File: src/rtl/mem_arbiter.sv
// Two-master round-robin arbiter for the picorv32 native memory bus. The grant is
// held for a whole transaction, and a watchdog completes hung accesses with ERR_DATA.
module mem_arbiter #(
    parameter int          TIMEOUT  = 255,
    parameter logic [31:0] ERR_DATA = 32'hDEAD_BEEF
) (
    input  logic        clk,
    input  logic        reset_n,

    input  logic        m0_valid,
    input  logic        m0_instr,
    input  logic [31:0] m0_addr,
    input  logic [31:0] m0_wdata,
    input  logic [3:0]  m0_wstrb,
    output logic        m0_ready,
    output logic [31:0] m0_rdata,

    input  logic        m1_valid,
    input  logic        m1_instr,
    input  logic [31:0] m1_addr,
    input  logic [31:0] m1_wdata,
    input  logic [3:0]  m1_wstrb,
    output logic        m1_ready,
    output logic [31:0] m1_rdata,

    output logic        s_valid,
    output logic        s_instr,
    output logic [31:0] s_addr,
    output logic [31:0] s_wdata,
    output logic [3:0]  s_wstrb,
    input  logic        s_ready,
    input  logic [31:0] s_rdata,

    output logic        bus_err,
    output logic [7:0]  err_count
);
    localparam int          NUM_M   = 2;
    localparam logic [15:0] TO_LAST = 16'(TIMEOUT - 1);

    typedef struct packed {
        logic        valid;
        logic        instr;
        logic [31:0] addr;
        logic [31:0] wdata;
        logic [3:0]  wstrb;
    } mem_req_t;

    typedef enum logic [1:0] {IDLE, GNT0, GNT1} state_t;

    state_t                 state, state_nxt;
    logic                   last;
    logic [15:0]            timer;
    mem_req_t [NUM_M-1:0]   req;
    mem_req_t               cur;
    logic                   gnt, sel, timeout_hit, done;
    logic [NUM_M-1:0]       m_ready;
    logic [NUM_M-1:0][31:0] m_rdata;

    assign req[0] = {m0_valid, m0_instr, m0_addr, m0_wdata, m0_wstrb};
    assign req[1] = {m1_valid, m1_instr, m1_addr, m1_wdata, m1_wstrb};

    // The granted master's request is forwarded verbatim; IDLE forwards all zeros.
    always_comb begin
        gnt         = (state != IDLE);
        sel         = (state == GNT1);
        cur         = gnt ? req[sel] : '0;
        timeout_hit = cur.valid & ~s_ready & (timer == TO_LAST);
        done        = cur.valid & (s_ready | timeout_hit);
    end

    assign s_valid = cur.valid;
    assign s_instr = cur.instr;
    assign s_addr  = cur.addr;
    assign s_wdata = cur.wdata;
    assign s_wstrb = cur.wstrb;
    assign bus_err = timeout_hit;

    for (genvar i = 0; i < NUM_M; i++) begin : g_rsp
        logic mine;
        assign mine       = gnt & (sel == 1'(i));
        assign m_ready[i] = mine & done;
        assign m_rdata[i] = mine ? (timeout_hit ? ERR_DATA : s_rdata) : '0;
    end

    assign m0_ready = m_ready[0];
    assign m1_ready = m_ready[1];
    assign m0_rdata = m_rdata[0];
    assign m1_rdata = m_rdata[1];

    // On a tie the master that was not granted last wins.
    always_comb begin
        state_nxt = state;
        case (state)
            IDLE: begin
                if (req[0].valid && (!req[1].valid || last))
                    state_nxt = GNT0;
                else if (req[1].valid)
                    state_nxt = GNT1;
            end
            GNT0, GNT1: begin
                if (!cur.valid || done)
                    state_nxt = IDLE;
            end
            default: state_nxt = IDLE;
        endcase
    end

    always_ff @(posedge clk or negedge reset_n) begin
        if (!reset_n) begin
            state     <= IDLE;
            last      <= 1'b1;
            timer     <= '0;
            err_count <= '0;
        end else begin
            state <= state_nxt;
            if (state == IDLE) begin
                timer <= '0;
                if (state_nxt == GNT0)
                    last <= 1'b0;
                else if (state_nxt == GNT1)
                    last <= 1'b1;
            end else if (!s_ready) begin
                timer <= timer + 16'd1;
            end
            if (timeout_hit && err_count != 8'hFF)
                err_count <= err_count + 8'd1;
        end
    end
endmodule

File: config.mk
export PLATFORM = sky130hd
export DESIGN_NAME = mem_arbiter
export DESIGN_NICKNAME = d
export VERILOG_FILES = /design/src/rtl/mem_arbiter.sv
export SDC_FILE = /design/constraint.sdc
export NUM_CORES = 1
export LEC_CHECK = 0
export CORE_AREA = 4 4 123 125
export CTS_CLUSTER_SIZE = 16
export DETAILED_ROUTE_END_ITERATION = 16
export DIE_AREA = 0 0 127 129
export GPL_ROUTABILITY_DRIVEN = 0
export GPL_TIMING_DRIVEN = 0
export PLACE_DENSITY_LB_ADDON = 0.05
export SYNTH_ARGS = -nofsm -noshare
export SYNTH_HDL_FRONTEND = slang
export SYNTH_SLANG_ARGS = --single-unit
File: constraint.sdc
create_clock -name clk -period 2.9 [get_ports clk]
set_input_delay 0.58 -clock clk [delete_from_list [all_inputs] [get_ports clk]]
set_output_delay 0.58 -clock clk [all_outputs]
set_load 0.01 [all_outputs]
======== Yosys cells after proc, flatten, opt, wreduce, memory -nomap -nowiden ========
Cells that the tools add are included.
word-level totals
  flip-flop bits (word level) ............. 27
  bits of input ports ..................... 175
  output and inout bits ................... 145
cells by class
  reduce and logical (&&, ||, !) cells .... 11
  equality and inequality tests ........... 7
  muxes and demuxes ....................... 14
  add/sub/neg operators ................... 2
  $lt $le $gt $ge ......................... 1
  bitwise gates (word level) .............. 10
operator list
  kind                   count
  $mux 70                3
  $mux 32                3
  $mux 16                2
  $add 16x1->16 const B  1
  $eq 16x8->1 const B    1
  $add 8x1->8 const B    1
  $ne 8x8->1 const B     1
  $and 1x1->1            7
  $mux 2                 3
  $eq 2x1->1 const B     2
  $eq 2x2->1 const B     2
  $pmux 2 s2             1
  $reduce_bool 2->1      2
  $logic_and 1x1->1      2
  $logic_not 1->1        2
  $logic_not 2->1        1
  $logic_or 1x1->1       2
  $lt 1x2->1 const B     1
  $mux 1                 2
  $ne 2x1->1 const B     1
  $not 1->1              2
  $reduce_and 2->1       1
  $reduce_or 2->1        1
  $or 1x1->1             1

======== Longest topological paths before layout ========
Gate-level depths: netlist of run 1.
  depth after elaboration ................. 14
  gate-level depth with buffers ........... 10
  mapped depth without buffers ............ 9

======== Worst setup path before layout of run 1 ========
OpenSTA, ideal clock, no wires.
  path type ............................... register to output
  start ................................... register state[0]
  end ..................................... output m1_rdata[10]
  setup slack ............................. 443 ps
  data arrival time ....................... 1877 ps
  stages on the path, launching flop included .. 11
  cells stage by stage .................... dfrtp_1 inv_1 ha_1 buf_2 mux2i_1 nor3_1 nand2b_1 inv_2 buf_4 buf_2 o21a_1
between the ends
  cells in the longest elaborated chain, start to end .. 8
  elaborated cells on any way between the ends .. 10
  classes of those cells .................. 1 x eq/ne; 5 x mux; 3 x bitwise; 1 x reduce/logical
ends and longest elaborated chain
  element                                     RTL line  RTL
  start, declared                             50        state_t state, state_nxt;
  start signal, assigned                      115       state <= state_nxt;
  $eq 2x2->1                                  65        sel = (state == GNT1);
  $mux 70 (implied by the code) (2 in a row)  66        cur = gnt ? req[sel] : '0;
  $mux 70                                     66
  $and 1x1->1 (2 in a row)                    67        timeout_hit = cur.valid & ~s_ready & (timer == TO_LAST);
  $mux 32                                     82        assign m_rdata[i] = mine ? (timeout_hit ? ERR_DATA : s_rdata) : '0;
  $mux 32 *                                   82
  end, declared                               24        output logic [31:0] m1_rdata,
Mark *: on every way between the ends. The rest lies on a longest branch, timed or not. The select of a mux whose other input is x is not followed.

======== Worst setup path after layout of run 1 ========
  start ................................... register state[1]
  end ..................................... output s_addr[20]
between the ends
  cells in the longest elaborated chain, start to end .. 4
  elaborated cells on any way between the ends .. 5
  classes of those cells .................. 1 x eq/ne; 3 x mux; 1 x reduce/logical
ends and longest elaborated chain
  element                                     RTL line  RTL
  $eq 2x2->1                                  65
  $mux 70 (implied by the code) (2 in a row)  66
  $mux 70 *                                   66
  end, declared                               28        output logic [31:0] s_addr,
Marks and branches as above.

==> results of run 1 <==
[critical path, cell delays in order (launching register included)]
cell	delay, ps
dfrtp_1	420
inv_1	90
ha_2	210
clkbuf_8	170
clkbuf_4	200
buf_4	200
nor2_1	110
clkdlybuf4s50_1	540
[state kept, by name, indices dropped and copies added (netlist names)]
register,cells
err_count,8
last,1
state,2
timer,16
[cells in the mapped netlist (all sizes together)]
cell type,count,share of area [%]
nand3,6,0.97
a21o,1,0.24
o21ai,7,1.1
dfrtp,26,21
and3,17,3.4
inv,11,1.3
nand4,4,0.81
or3,7,1.4
o21a,48,12
nand4b,2,0.77
nor2b,1,0.20
nor2,89,11
and4,1,0.28
a21oi,7,1.1
o31ai,1,0.24
xor2,7,2.0
buf,17,2.6
nor4,7,2.0
dfstp,1,0.85
nand2,9,1.1
nor4bb,1,0.32
clkbuf,17,2.1
nor4b,5,2.0
mux2i,70,23
and2,1,0.20
ha,7,2.8
nand3b,1,0.24
xnor2,10,2.8
nand2b,1,0.20
a211o,1,0.28
mux2,2,0.73
nor3,6,1.3
[final cells by class]
class	count	area, um^2
Inverter	11	41.29
Clock buffer	3	75.07
Sequential cell	27	676.9
Timing Repair Buffer	327	3177
Fill cell	1395	7147
Buffer	33	245.2
Clock inverter	1	5.005
Multi-Input combinational cell	319	2288
Tap cell	180	225.2
[cells in the final DEF, fill, tap and decap left out, types with 2 or more instances in the layout]
master and count:
a21oi_1 7, and3_1 17, buf_2 4, buf_4 14, buf_6 6, clkbuf_1 4
clkbuf_16 3, clkbuf_2 10, clkbuf_4 3, clkbuf_8 2, clkdlybuf4s15_1 7, clkdlybuf4s15_2 5
clkdlybuf4s50_1 224, dfrtp_1 26, dlygate4sd2_1 72, dlymetal6s2s_1 8, ha_1 5, inv_1 9
inv_2 2, mux2_1 2, mux2i_1 69, nand2_1 9, nand3_1 6, nand4_1 4
nor2_1 89, nor3_1 3, nor3_2 2, nor4_1 4, nor4_2 3, nor4b_2 4
o21a_1 48, o21ai_0 7, or3_1 7, xnor2_1 10, xor2_1 7
[final timing paths]
| kind | start | endpoint | slack [ps] | cells after the start |
|---|---|---|---|---|
| worst max register to register | state[1] | err_count[7] | 650 | 7 |
| worst min-delay path | reset_n | err_count[1] | 330 | 1 |
| min in group clk | last | last | 500 | 2 |
| max in group asynchronous | reset_n | timer[0] | 2160 | 1 |
| worst max-delay path | state[1] | s_addr[20] | 120 | 7 |
| worst min register to register | last | last | 500 | 2 |
[power groups by stage]
stage	Combinational, uW	Sequential [uW]	Clock, uW
detailed placement	3610	454	0
finish	3520	438	313
global placement	3600	451	0
floorplan	1590	447	0
global route	3770	442	345
CTS	3550	437	330
[metal layers]
layer | GRT usage [%] | wire, um | vias up | share of wire (%)
met5 | 0 | 27 | - | 0.15
met4 | 3.155 | 250 | 4 | 1.4
met3 | 7.763 | 1690 | 18 | 9.2
met2 | 36.92 | 9103 | 199 | 50
met1 | 24.36 | 7233 | 1915 | 40
li1 | - | - | 2021 | -
[per-stage QoR]
stage          worst slack (ps)  total power (uW)
2_1_floorplan             443.0              2036
3_3_place_gp             -735.8              4053
3_5_place_dp             -797.0              4065
4_1_cts                   8.581              4319
5_1_grt                   5.854              4557
6_report                  118.2              4270
[cells by family (layout without fill, tap and decap cells)]
logic type,after synthesis,count (layout),share of synthesized area [%]
and+or+nand+nor,158,158,26.17
DFF,27,27,21.95
AOI/OAI and AO/OA,65,65,14.73
muxes,72,72,23.45
adders and majority gates,7,7,2.840
buffers and inverters,45,375,6.045
xor gates and xnor gates,17,17,4.827
[repair_timing]
action / in CTS / in global routing
resized for setup: 148 / 26
endpoints found under the setup margin: 137 / 59
pin swaps: 2 / 2
hold buffers: 0 / 0
setup buffers: 9 / 0
==> metrics.csv, run 1 <==
metric,value,unit
gr ovfl total,0,
Sink Count,27,
first-pass GRT wire length,26140,um
placed instance count,889,
I/O pins,320,
Root Driver,clkbuf_16,
clock slew at reported path FFs,70,ps
Starting Density,22.22,%
H-Tree Depth,1,
Tcrit/Tclk final,95.92,%
"wirelength, routed",18310,um
HP Class,input port to asynchronous set/reset pin,
Clock Tree Buf Depth,2,
Worst EP arrival,2200,ps
GRT Total Usage,20.75,%
Worst Skew,3.183,ps
"Net count, final",904,
initial DRC count,124,
CTS tree,done,
clock share of power,7.3,%
"Data required, critical path",2320,ps
DP HPWL,15930,um
total number of vias,4157,
worst skew pair latency,260,ps
static leakage,0.003051,uW
CTS Buf Count,3,
area delta synth->final,118.3,%
vias in the first global route,4366,
Synth Cell Area,3084,um^2
Yosys cell types,39,
Die H,129,um
placed inst area,6492,um^2
fin area,6734,um^2
CP Capture Type,primary output,
Internal Power,2340,uW
Yosys reg bits,27,
Final Non-Filler Cells,901,
Slew Limit Fails,0,
initial antenna violation count,2,
post-layout minimum cycle time,2782,ps
Least-Margin Pin Slew,620.3,ps
die area,16380,um^2
largest net degree at the start of global routing,28,
final hold violation count,0,
crit path max fanout,10,
Cell Pwr Density,634.1,nW/um^2
f_max,359.5,MHz
DRC,0,
Pre-antenna DRT Iters,4,
switching share of power,45.21,%
CP Class,register to primary output,
final setup fails,0,
die width,127,um
status,"finished, final reports clean",
Comb power frac,82.4,%
synth warn,0,
row cnt,43,
Routed Antenna Nets,0,
"IR drop worst, VDD",0.0002446,V
Max Cap Viol,0,
syn_area_per_cell,7.888,um^2
relative slew slack,58.65,%
n_diodes,0,
sequential share of power,10.3,%
CP Launch Type,register,
RSZ-0062 raised after global routing,no,
part of the Yosys area used for sequential elements,21.95,%
WL/cell,20.32,um
Post-Route Setup TNS,0,ps
share of cells above drive strength 1,9.431,%
Core ar.,13880,um^2
Mapped Nets,573,
Final Core Density,48.51,%
input/output buffers,318,
drt via density,4.614,
Gate Count Post-Synth,391,
P_sw,1931,uW
Hold Slack,330.7,ps
(Power assumes the default switching activity.)
==> run 2, diff against run 1 <==
Settings changed: CORE_AREA 4 4 123 125 to 2 2 125 127, CTS_CLUSTER_DIAMETER from default to 30, GPL_ROUTABILITY_DRIVEN 0 to default.
==> run 2 against run 1 <==
Against the previous run:
- the run now ends with setup timing left
- clock power grew 2%
- non-clock buffer count increased by 13
- routed wire length fell by 0.78%
- via count rose by 2.5%
- total power rose by 2.3%
- critical path depth is 2 higher
- register-to-register slack got worse by 450 ps
- highest routed layer unchanged
- sequential share of layout area is 0.11 points lower
- global-route usage shrank 0.15 points
- critical endpoint is now m0_rdata[10]
- combinational power up 3%
==> metrics.csv, run 2 (synthesis results as in run 1) <==
metric,value,unit,change
clock slew at reported path FFs,70,ps,about the same
clock share of power,7.3,%,about the same
Core ar.,14980,um^2,was 13880 um^2
CP Launch Type,register,,unchanged
initial DRC count,159,,was 124
# fillers,1534,,was 1395
Pre-antenna DRT Iters,4,,unchanged
highest-count cells in the layout ignoring fill and taps,"252 x clkdlybuf4s50_1, 88 x nor2_1, 69 x mux2i_1",,"was 224 x clkdlybuf4s50_1, 89 x nor2_1, 72 x dlygate4sd2_1"
Internal Power,2434,uW,was 2340 uW
Root Driver,clkbuf_16,,unchanged
largest reg by FF count,timer,,unchanged
post-layout minimum cycle time,2970,ps,was 2782 ps
Tcrit/Tclk final,102.4,%,was 95.92%
total number of vias,4259,,was 4157
static leakage,0.002997,uW,was 0.003051 uW
violated checks,setup timing,,
"wirelength, routed",18160,um,was 18310 um
HP Class,input port to asynchronous set/reset pin,,unchanged
"Data required, critical path",2320,ps,about the same
Comb power frac,82.7,%,was 82.4%
Max Cap Viol,0,,unchanged
flip-flop and latch area,676.9,um^2,unchanged
Least-Margin Pin Slew,634.1,ps,was 620.3 ps
H-Tree Depth,1,,unchanged
Clock Tree Buf Depth,2,,unchanged
Largest regs,"timer (16), err_count (8), state (2)",,unchanged
share of cells above drive strength 1,11.04,%,was 9.431%
Worst EP arrival,2390,ps,was 2200 ps
drt via density,4.619,,was 4.614
relative slew slack,57.73,%,was 58.65%
area delta synth->final,120.7,%,was 118.3%
Worst Skew,4.661,ps,was 3.183 ps
RSZ-0062 raised after global routing,yes,,was no
die area,16380,um^2,unchanged
f_max,336.7,MHz,was 359.5 MHz
GPL Wtd Cong,0.8128,,
setup ws final,-69.63,ps,was 118.2 ps
die width,127,um,unchanged
vias in the first global route,4343,,was 4366
Routed Antenna Nets,0,,unchanged
Starting Density,20.59,%,was 22.22%
WL/cell,19.70,um,was 20.32 um
I/O pins,320,,unchanged
Power Total,4370,uW,was 4270 uW
switching share of power,44.31,%,was 45.21%
"IR drop worst, VDD",0.0003245,V,was 0.0002446 V
CP Class,register to primary output,,unchanged
sequential share of power,10.0,%,was 10.3%
input/output buffers,318,,unchanged
Slew Limit Fails,0,,unchanged
flip-flop count of the largest register after layout,16,,unchanged
Hold Buf Count CTS,0,,unchanged
initial antenna violation count,1,,was 2
Hold Slack,329.1,ps,was 330.7 ps
final hold violation count,0,,unchanged
fin area,6807,um^2,was 6734 um^2
CTS Buf Count,3,,unchanged
Die H,129,um,unchanged
GRT Total Usage,20.60,%,was 20.75%
n_diodes,0,,unchanged
placed inst area,6502,um^2,was 6492 um^2
DRC,0,,unchanged
"Net count, final",917,,was 904
"most common cell after layout, fill and taps aside",clkdlybuf4s50_1,,unchanged
Sink Count,27,,unchanged
worst skew pair latency,260,ps,about the same
Multi-input gate area,2276,um^2,was 2288 um^2
first-pass GRT wire length,25700,um,was 26140 um
CP Capture Type,primary output,,unchanged
largest net degree at the start of global routing,28,,unchanged
P_sw,1936,uW,was 1931 uW
Cell Pwr Density,642.0,nW/um^2,was 634.1 nW/um^2
status,finished with violations,,"was finished, final reports clean"
crit path max fanout,10,,unchanged
final setup fails,15,,was 0
row cnt,45,,was 43
CTS tree,done,,unchanged
DP HPWL,15680,um,was 15930 um
gr ovfl total,0,,unchanged
r2r setup slk,200,ps,was 650 ps
==> run 2: final timing paths <==
check / to / from / depth (start not counted)
max: m0_rdata[10] / state[1] / 9
min: timer[7] / reset_n / 1
max reg2reg: last / state[0] / 16
min reg2reg: err_count[6] / err_count[6] / 1
max in group asynchronous: err_count[1] / reset_n / 1
min in group clk: err_count[6] / err_count[6] / 1
==> run 2: per-layer routing <==
metal	wire length [um]	up-vias	track usage, %	share of wire, %
li1	-	2052	-	-
met1	6900	1984	23.50	38
met2	9471	205	39.60	52
met3	1627	16	5.447	9.0
met4	156	2	2.456	0.86
met5	8	-	0	0.044
==> run 2: cell type report <==
| type | instances | area share, % |
|---|---|---|
| buffer | 34 | 3.511 |
| clock buffer | 4 | 1.158 |
| inverter | 11 | 0.6066 |
| multi-input combinational | 319 | 33.44 |
| sequential | 27 | 9.945 |
| tap | 188 | 3.456 |
| timing repair buffer | 339 | 47.89 |
==> run 2: power by group through the flow <==
| stage | Clock, uW | Sequential (uW) | Combinational, uW |
|---|---|---|---|
| 2_1_floorplan | 0 | 447 | 1590 |
| 3_3_place_gp | 0 | 452 | 3600 |
| 3_5_place_dp | 0 | 455 | 3600 |
| 4_1_cts | 330 | 443 | 3620 |
| 5_1_grt | 348 | 442 | 3880 |
| 6_report | 319 | 439 | 3610 |
==> run 2: stage by stage <==
step	instances	util (%)	setup TNS, ps	setup slack (ps)
final	922	45.45	-765.5	-69.63
after detailed placement	897	43.42	-44230	-730.6
after global routing	922	45.45	-4316	-195.3
after CTS	919	45.19	-2003	-119.3
after global placement	897	43.42	-43270	-717.8
after floorplan	391	-	0	443.0
==> run 2: repair_timing <==
| action | in CTS | in global routing |
|---|---|---|
| setup buffers | 17 | 3 |
| gates resized for setup | 108 | 40 |
| gates cloned | 1 | 0 |
| setup endpoints to repair | 137 | 107 |
| pin swaps | 1 | 1 |
==> run 2: worst max-delay path: stages (launching register included) <==
cell and delay (ps):
dfrtp_1 410, ha_2 180, buf_6 130, mux2i_4 190, nor3_4 180, nand2b_4 90
inv_2 80, buf_4 180, o21a_1 140, clkdlybuf4s50_1 530
